==> config.mk <==
export PLATFORM = sky130hd
export DESIGN_NAME = signal_field_parser_flat
export DESIGN_NICKNAME = d
export VERILOG_FILES = /design/src/rtl/signal_field_parser_if.sv /design/src/rtl/signal_field_parser.sv /design/src/flat_wrapper.sv
export SDC_FILE = /design/constraint.sdc
export NUM_CORES = 1
export LEC_CHECK = 0
export BUFFER_PORTS_ARGS = -buffer_cell sky130_fd_sc_hd__buf_2
export CORE_UTILIZATION = 50
export DETAILED_ROUTE_END_ITERATION = 8
export HOLD_SLACK_MARGIN = 0.02
export PLACE_DENSITY = 0.73
export SETUP_SLACK_MARGIN = 0.5
export SKIP_LAST_GASP = 1
export SLEW_MARGIN = 20
export SYNTH_ARGS = -nofsm -noshare
export SYNTH_HDL_FRONTEND = slang
export SYNTH_SLANG_ARGS = --single-unit
==> constraint.sdc <==
create_clock -name clk -period 1.9 [get_ports clk]
set_input_delay 0.38 -clock clk [delete_from_list [all_inputs] [get_ports clk]]
set_output_delay 0.38 -clock clk [all_outputs]
set_load 0.02 [all_outputs]
==> src/rtl/signal_field_parser_if.sv <==
// Bit-serial input and parsed-result bundle of the 802.11a SIGNAL field parser.
// The master side feeds decoded bits; the slave side is the parser itself.
interface signal_field_parser_if;
   logic        start;
   logic        bit_in;
   logic        bit_valid;
   logic        busy;
   logic [4:0]  bit_idx;
   logic        done;
   logic [3:0]  rate;
   logic [11:0] length;
   logic [7:0]  ndbps;
   logic        rate_ok;
   logic        parity_ok;
   logic        reserved_ok;
   logic        tail_ok;
   logic        sig_ok;

   modport master (
      output start, bit_in, bit_valid,
      input  busy, bit_idx, done, rate, length, ndbps,
      input  rate_ok, parity_ok, reserved_ok, tail_ok, sig_ok
   );

   modport slave (
      input  start, bit_in, bit_valid,
      output busy, bit_idx, done, rate, length, ndbps,
      output rate_ok, parity_ok, reserved_ok, tail_ok, sig_ok
   );
endinterface

==> src/rtl/signal_field_parser.sv <==
// RX-side 802.11a SIGNAL field parser: collects 24 decoded bits, first bit first,
// then reports RATE, LENGTH, N_DBPS and the parity/reserved/tail checks.
module signal_field_parser #(
   parameter bit CHECK_TAIL = 1'b1
) (
   input logic            clk,
   input logic            rst,
   signal_field_parser_if.slave bus
);

   typedef enum logic [1:0] {
      IDLE    = 2'd0,
      COLLECT = 2'd1,
      REPORT  = 2'd2
   } state_t;

   state_t      state;
   logic [23:0] shreg;
   logic [4:0]  idx;
   logic        busy;
   logic        done;
   logic [3:0]  rate;
   logic [11:0] length;
   logic [7:0]  ndbps;
   logic        rate_ok;
   logic        parity_ok;
   logic        reserved_ok;
   logic        tail_ok;
   logic        sig_ok;

   logic [23:0] fld;
   logic [3:0]  dec_rate;
   logic [11:0] dec_length;
   logic [7:0]  dec_ndbps;
   logic        dec_rate_ok;
   logic        dec_parity_ok;
   logic        dec_reserved_ok;
   logic        dec_tail_ok;

   function automatic logic [7:0] rate_to_ndbps(input logic [3:0] r);
      logic [7:0] n;
      case (r)
         4'b1101: n = 8'd24;
         4'b1111: n = 8'd36;
         4'b0101: n = 8'd48;
         4'b0111: n = 8'd72;
         4'b1001: n = 8'd96;
         4'b1011: n = 8'd144;
         4'b0001: n = 8'd192;
         4'b0011: n = 8'd216;
         default: n = 8'd0;
      endcase
      return n;
   endfunction

   function automatic logic rate_legal(input logic [3:0] r);
      logic ok;
      case (r)
         4'b1101, 4'b1111, 4'b0101, 4'b0111,
         4'b1001, 4'b1011, 4'b0001, 4'b0011: ok = 1'b1;
         default:                            ok = 1'b0;
      endcase
      return ok;
   endfunction

   function automatic logic even_parity_ok(input logic [17:0] b);
      return ~(^b);
   endfunction

   // Decode of the complete field as it stands when the 24th bit arrives.
   always_comb begin
      // shreg[23] is cleared on start, so OR-ing in the live bit completes the field.
      fld             = shreg | {bus.bit_in, 23'd0};
      dec_rate        = {fld[0], fld[1], fld[2], fld[3]};
      dec_length      = fld[16:5];
      dec_ndbps       = rate_to_ndbps(dec_rate);
      dec_rate_ok     = rate_legal(dec_rate);
      dec_parity_ok   = even_parity_ok(fld[17:0]);
      dec_reserved_ok = ~fld[4];
      if (CHECK_TAIL) begin
         dec_tail_ok = (fld[23:18] == 6'd0);
      end else begin
         dec_tail_ok = 1'b1;
      end
   end

   // Control FSM, bit capture and registered result outputs.
   always_ff @(posedge clk or negedge rst) begin
      if (!rst) begin
         state       <= IDLE;
         shreg       <= 24'd0;
         idx         <= 5'd0;
         busy        <= 1'b0;
         done        <= 1'b0;
         rate        <= 4'd0;
         length      <= 12'd0;
         ndbps       <= 8'd0;
         rate_ok     <= 1'b0;
         parity_ok   <= 1'b0;
         reserved_ok <= 1'b0;
         tail_ok     <= 1'b0;
         sig_ok      <= 1'b0;
      end else begin
         done <= 1'b0;
         if (bus.start) begin
            // Restart wins in every state; a bit presented alongside start is dropped.
            state <= COLLECT;
            shreg <= 24'd0;
            idx   <= 5'd0;
            busy  <= 1'b1;
         end else begin
            case (state)
               IDLE: begin
                  state <= IDLE;
                  idx   <= 5'd0;
                  busy  <= 1'b0;
               end
               COLLECT: begin
                  if (bus.bit_valid) begin
                     shreg[idx] <= bus.bit_in;
                     if (idx == 5'd23) begin
                        state       <= REPORT;
                        idx         <= 5'd0;
                        busy        <= 1'b0;
                        done        <= 1'b1;
                        rate        <= dec_rate;
                        length      <= dec_length;
                        ndbps       <= dec_ndbps;
                        rate_ok     <= dec_rate_ok;
                        parity_ok   <= dec_parity_ok;
                        reserved_ok <= dec_reserved_ok;
                        tail_ok     <= dec_tail_ok;
                        sig_ok      <= dec_rate_ok & dec_parity_ok &
                                       dec_reserved_ok & dec_tail_ok;
                     end else begin
                        idx <= idx + 5'd1;
                     end
                  end else begin
                     idx <= idx;
                  end
               end
               REPORT: begin
                  state <= IDLE;
                  idx   <= 5'd0;
                  busy  <= 1'b0;
               end
               default: begin
                  state <= IDLE;
                  idx   <= 5'd0;
                  busy  <= 1'b0;
               end
            endcase
         end
      end
   end

   assign bus.busy        = busy;
   assign bus.bit_idx     = idx;
   assign bus.done        = done;
   assign bus.rate        = rate;
   assign bus.length      = length;
   assign bus.ndbps       = ndbps;
   assign bus.rate_ok     = rate_ok;
   assign bus.parity_ok   = parity_ok;
   assign bus.reserved_ok = reserved_ok;
   assign bus.tail_ok     = tail_ok;
   assign bus.sig_ok      = sig_ok;

endmodule
==> src/flat_wrapper.sv <==
// flat-port wrapper written by rule: the top's interface ports become plain ports
module signal_field_parser_flat 
#(
   parameter bit CHECK_TAIL = 1'b1
)
  (clk, rst, bus_start, bus_bit_in, bus_bit_valid, bus_busy, bus_bit_idx, bus_done, bus_rate, bus_length, bus_ndbps, bus_rate_ok, bus_parity_ok, bus_reserved_ok, bus_tail_ok, bus_sig_ok);
  signal_field_parser_if bus_i ();
  input logic clk;
  input logic rst;
  input wire logic [$bits(bus_i.start)-1:0] bus_start;
  input wire logic [$bits(bus_i.bit_in)-1:0] bus_bit_in;
  input wire logic [$bits(bus_i.bit_valid)-1:0] bus_bit_valid;
  output wire logic [$bits(bus_i.busy)-1:0] bus_busy;
  output wire logic [$bits(bus_i.bit_idx)-1:0] bus_bit_idx;
  output wire logic [$bits(bus_i.done)-1:0] bus_done;
  output wire logic [$bits(bus_i.rate)-1:0] bus_rate;
  output wire logic [$bits(bus_i.length)-1:0] bus_length;
  output wire logic [$bits(bus_i.ndbps)-1:0] bus_ndbps;
  output wire logic [$bits(bus_i.rate_ok)-1:0] bus_rate_ok;
  output wire logic [$bits(bus_i.parity_ok)-1:0] bus_parity_ok;
  output wire logic [$bits(bus_i.reserved_ok)-1:0] bus_reserved_ok;
  output wire logic [$bits(bus_i.tail_ok)-1:0] bus_tail_ok;
  output wire logic [$bits(bus_i.sig_ok)-1:0] bus_sig_ok;
  assign bus_i.start = bus_start;
  assign bus_i.bit_in = bus_bit_in;
  assign bus_i.bit_valid = bus_bit_valid;
  assign bus_busy = bus_i.busy;
  assign bus_bit_idx = bus_i.bit_idx;
  assign bus_done = bus_i.done;
  assign bus_rate = bus_i.rate;
  assign bus_length = bus_i.length;
  assign bus_ndbps = bus_i.ndbps;
  assign bus_rate_ok = bus_i.rate_ok;
  assign bus_parity_ok = bus_i.parity_ok;
  assign bus_reserved_ok = bus_i.reserved_ok;
  assign bus_tail_ok = bus_i.tail_ok;
  assign bus_sig_ok = bus_i.sig_ok;
  signal_field_parser #(.CHECK_TAIL(CHECK_TAIL)) u_core (.clk(clk), .rst(rst), .bus(bus_i));
endmodule
==> run summary <==
Status - complete, no violations
Total power divided by cell area - 632.6 nW/um2
Final #Nets - 381
Total power - 2.426 mW
Pre-antenna DRT Iters - 4
Gpl congestion - 0.8077
Most common cell after layout, fill and taps aside - nand2_1
Cell-internal power - 1.832 mW
H-tree lvl count - 3
Peak supply drop - 0.3934 mV
ANT nets after route - 0
CP arrival - 2000 ps
Gate power share - 0.068
Final Setup Violations - 0
CTS Sinks - 58
CTS tree - done
Sequential share of power - 0.515
Clock share of power - 0.417
Period utilization - 0.9117
Most frequent cells in the layout - nand2_1 (66), dfrtp_1 (53), buf_2 (34)
Fin area - 3835 um2
Number of hold violations in the final report - 0
RSZ-0062 raised after global routing - yes
Simple-gate share of the synthesized area - 0.2207
Max Freq - 0.5773 GHz
DIE AREA - 6068 um2
All-Layer GR Usage - 0.2538
Sw power - 0.5942 mW
Port Buf Inserts - 38
Chip width - 77.90 um
Die H - 77.90 um
Slew Limit Fails - 0
Setup TNS - 0 ps
DRT iter0 DRCs - 180
GR Util met1 - 0.3196
Ports - 41
Met2 Track Usage GR - 0.4177
Final Util - 0.6922
Row Count - 27
Clock-pin slew on the worst setup and hold paths - 60 ps
Maxcap violations - 0
WL/cell - 16.20 um
Vias in the first global route - 2,321
Worst-case clock buffer depth - 2
GRT met3 Usage - 0.06118
Routed WL - 7209 um
Diodes inserted - 0
Post-synthesis instance total - 307
Required time worst endpoint - 2170 ps
Register area share after synthesis - 0.5039
Mux contribution to synthesized area - 0.05647
Worst skew pair latency - 340 ps
Dpl hpwl - 4152 um
DRC Markers - 0
Synth Area in Compound Gates - 0.07124
Root buffer cell - clkbuf_8
Share of layout cells above drive strength 1 - 0.3780
First-pass GRT wire length - 11,540 um
GRT Residual Overflow - 0
Placed instance area - 3181 um2
CTS Buf Count - 9
Synth Register Bits - 58
Hold WC Path Type - input port to asynchronous set/reset pin
Pin count of the biggest net entering global routing - 49
Synth Warn # - 0
Post-synthesis average cell area - 9.382 um2
Main combinational cell family by area after synthesis - simple AND/OR/NAND/NOR gates
Xor/xnor cell area share of the yosys netlist - 0.05647
Most Used Layer, Global Route - met2
Layout Skew - 8.508 ps
Post-Syn Area - 2880 um2
Distinct cell type count of the synthesized netlist - 39
Final period demand of the worst path - 1732 ps
Core Box Area - 5540 um2
Vias/cell - 5.422
P&R area growth vs syn - 33.15%
CP Class - flop to flop
Adder-cell share of the synthesized area - 0.03041
Initial Util - 0.5199
Via count - 2,413
Startpoint types - flop
Leak Pwr - 1.872 nW
Crit-path max FO - 17
Critical Path End Type - flop
Switching share of total power - 0.2449
Initial antenna violation count - 0
## cell type report
| type | count | area (um2) |
|---|---|---|
| Fill cell | 418 | 1705 |
| Multi-Input combinational cell | 221 | 1489 |
| Sequential cell | 58 | 1458 |
| Timing Repair Buffer | 72 | 586.8 |
| Clock buffer | 12 | 155.1 |
| Tap cell | 72 | 90.09 |
| Inverter | 7 | 41.29 |
| Clock inverter | 3 | 15.01 |
## per-layer routing
metal  wire [um]  vias up  part of all wire
li1            -     1131                 -
met1        3091     1184              0.43
met2        3536       75              0.49
met3         382       23             0.053
met4         199        0             0.028
met5           0        -                 0
## flip-flops by register name, summed over array words and instances (netlist names), 2 cells and up
| signal | count |
|---|---|
| u_core.bus.bit_idx | 5 |
| u_core.bus.rate | 4 |
| u_core.bus.ndbps | 6 |
| u_core.state | 2 |
| u_core.shreg | 24 |
| u_core.bus.length | 12 |
## synthesized netlist by cell type
library cell	instances	share of area
a211oi_1	1	0.0026
and3_1	5	0.011
buf_2	4	0.0070
nor2_1	18	0.023
a32o_1	1	0.0035
and2b_1	1	0.0026
nor2b_1	3	0.0065
o31ai_1	1	0.0026
a31oi_1	2	0.0043
ha_1	7	0.030
nand3_1	17	0.030
nand4_1	5	0.011
a21oi_1	17	0.030
nor3b_2	1	0.0043
clkinv_8	1	0.0056
nand3b_1	1	0.0026
mux2i_1	14	0.049
clkbuf_1	12	0.016
a21o_1	2	0.0052
nor2b_4	1	0.0048
o21ai_0	12	0.021
dfrtp_1	58	0.50
buf_1	1	0.0013
nor4_1	1	0.0022
xnor2_1	13	0.040
nor3_1	2	0.0035
nand2_1	80	0.10
buf_6	3	0.012
nand3_4	1	0.0061
mux2_2	2	0.0078
xor2_1	3	0.0091
xnor3_1	1	0.0078
buf_4	4	0.010
inv_1	6	0.0078
o21bai_1	1	0.0026
nand2b_1	2	0.0043
or3_1	1	0.0022
conb_1	1	0.0013
nor3b_1	1	0.0026
## per-stage QoR
step           hold WS, ps  setup slack (ps)  instances
6_report             457.1             167.8        445
2_1_floorplan        84.41             177.6        308
3_5_place_dp         272.0             147.2        409
4_1_cts              462.2             205.9        441
3_3_place_gp         277.7             187.6        409
5_1_grt              480.8             103.4        445
## worst paths after layout
| kind | startpoint | to | cells past startpoint | slack (ps) |
|---|---|---|---|---|
| max in group asynchronous | rst | u_core.shreg[18] | 3 | 910 |
| hold reg to reg | u_core.bus.length[3] | u_core.bus.length[3] | 2 | 470 |
| min in group clk | u_core.bus.length[3] | u_core.bus.length[3] | 2 | 470 |
| setup reg to reg | u_core.bus.bit_idx[1] | u_core.bus.sig_ok | 6 | 170 |
| setup / recovery | u_core.bus.bit_idx[1] | u_core.bus.sig_ok | 6 | 170 |
| hold / removal | rst | u_core.bus.bit_idx[2] | 2 | 460 |
## power by group through the flow
stage               combinational, mW  sequential, mW  clock (mW)
floorplan                      0.0741            1.27           0
global placement                0.125            1.27           0
detailed placement              0.126            1.27           0
CTS                             0.151            1.25        1.02
global route                    0.179            1.25        1.08
finish                          0.165            1.25        1.01
## cell families after synthesis
family,Yosys count
AOI/OAI and AO/OA,37
xor gates and xnor gates,17
adders and majority gates,7
buffers and inverters,31
DFF,58
muxes,16
other,1
and+or+nand+nor,140
## critical path, cell delays in order, from the launching register on
cell	delay (ps)
dfrtp_2	420
ha_4	170
nand3_4	70
or3_4	520
clkinv_8	130
and3_1	190
a32o_1	160
## timing repair
| action | CTS | global route |
|---|---|---|
| cloned | 4 | 2 |
| setup endpoints to repair | 49 | 56 |
| setup buffers | 12 | 2 |
| gates resized for setup | 52 | 20 |
| endpoints found under the hold margin | 10 | 0 |
| hold buffers | 1 | 0 |
| pin swaps | 26 | 7 |
Note: power is estimated with default switching activity, not from simulation.
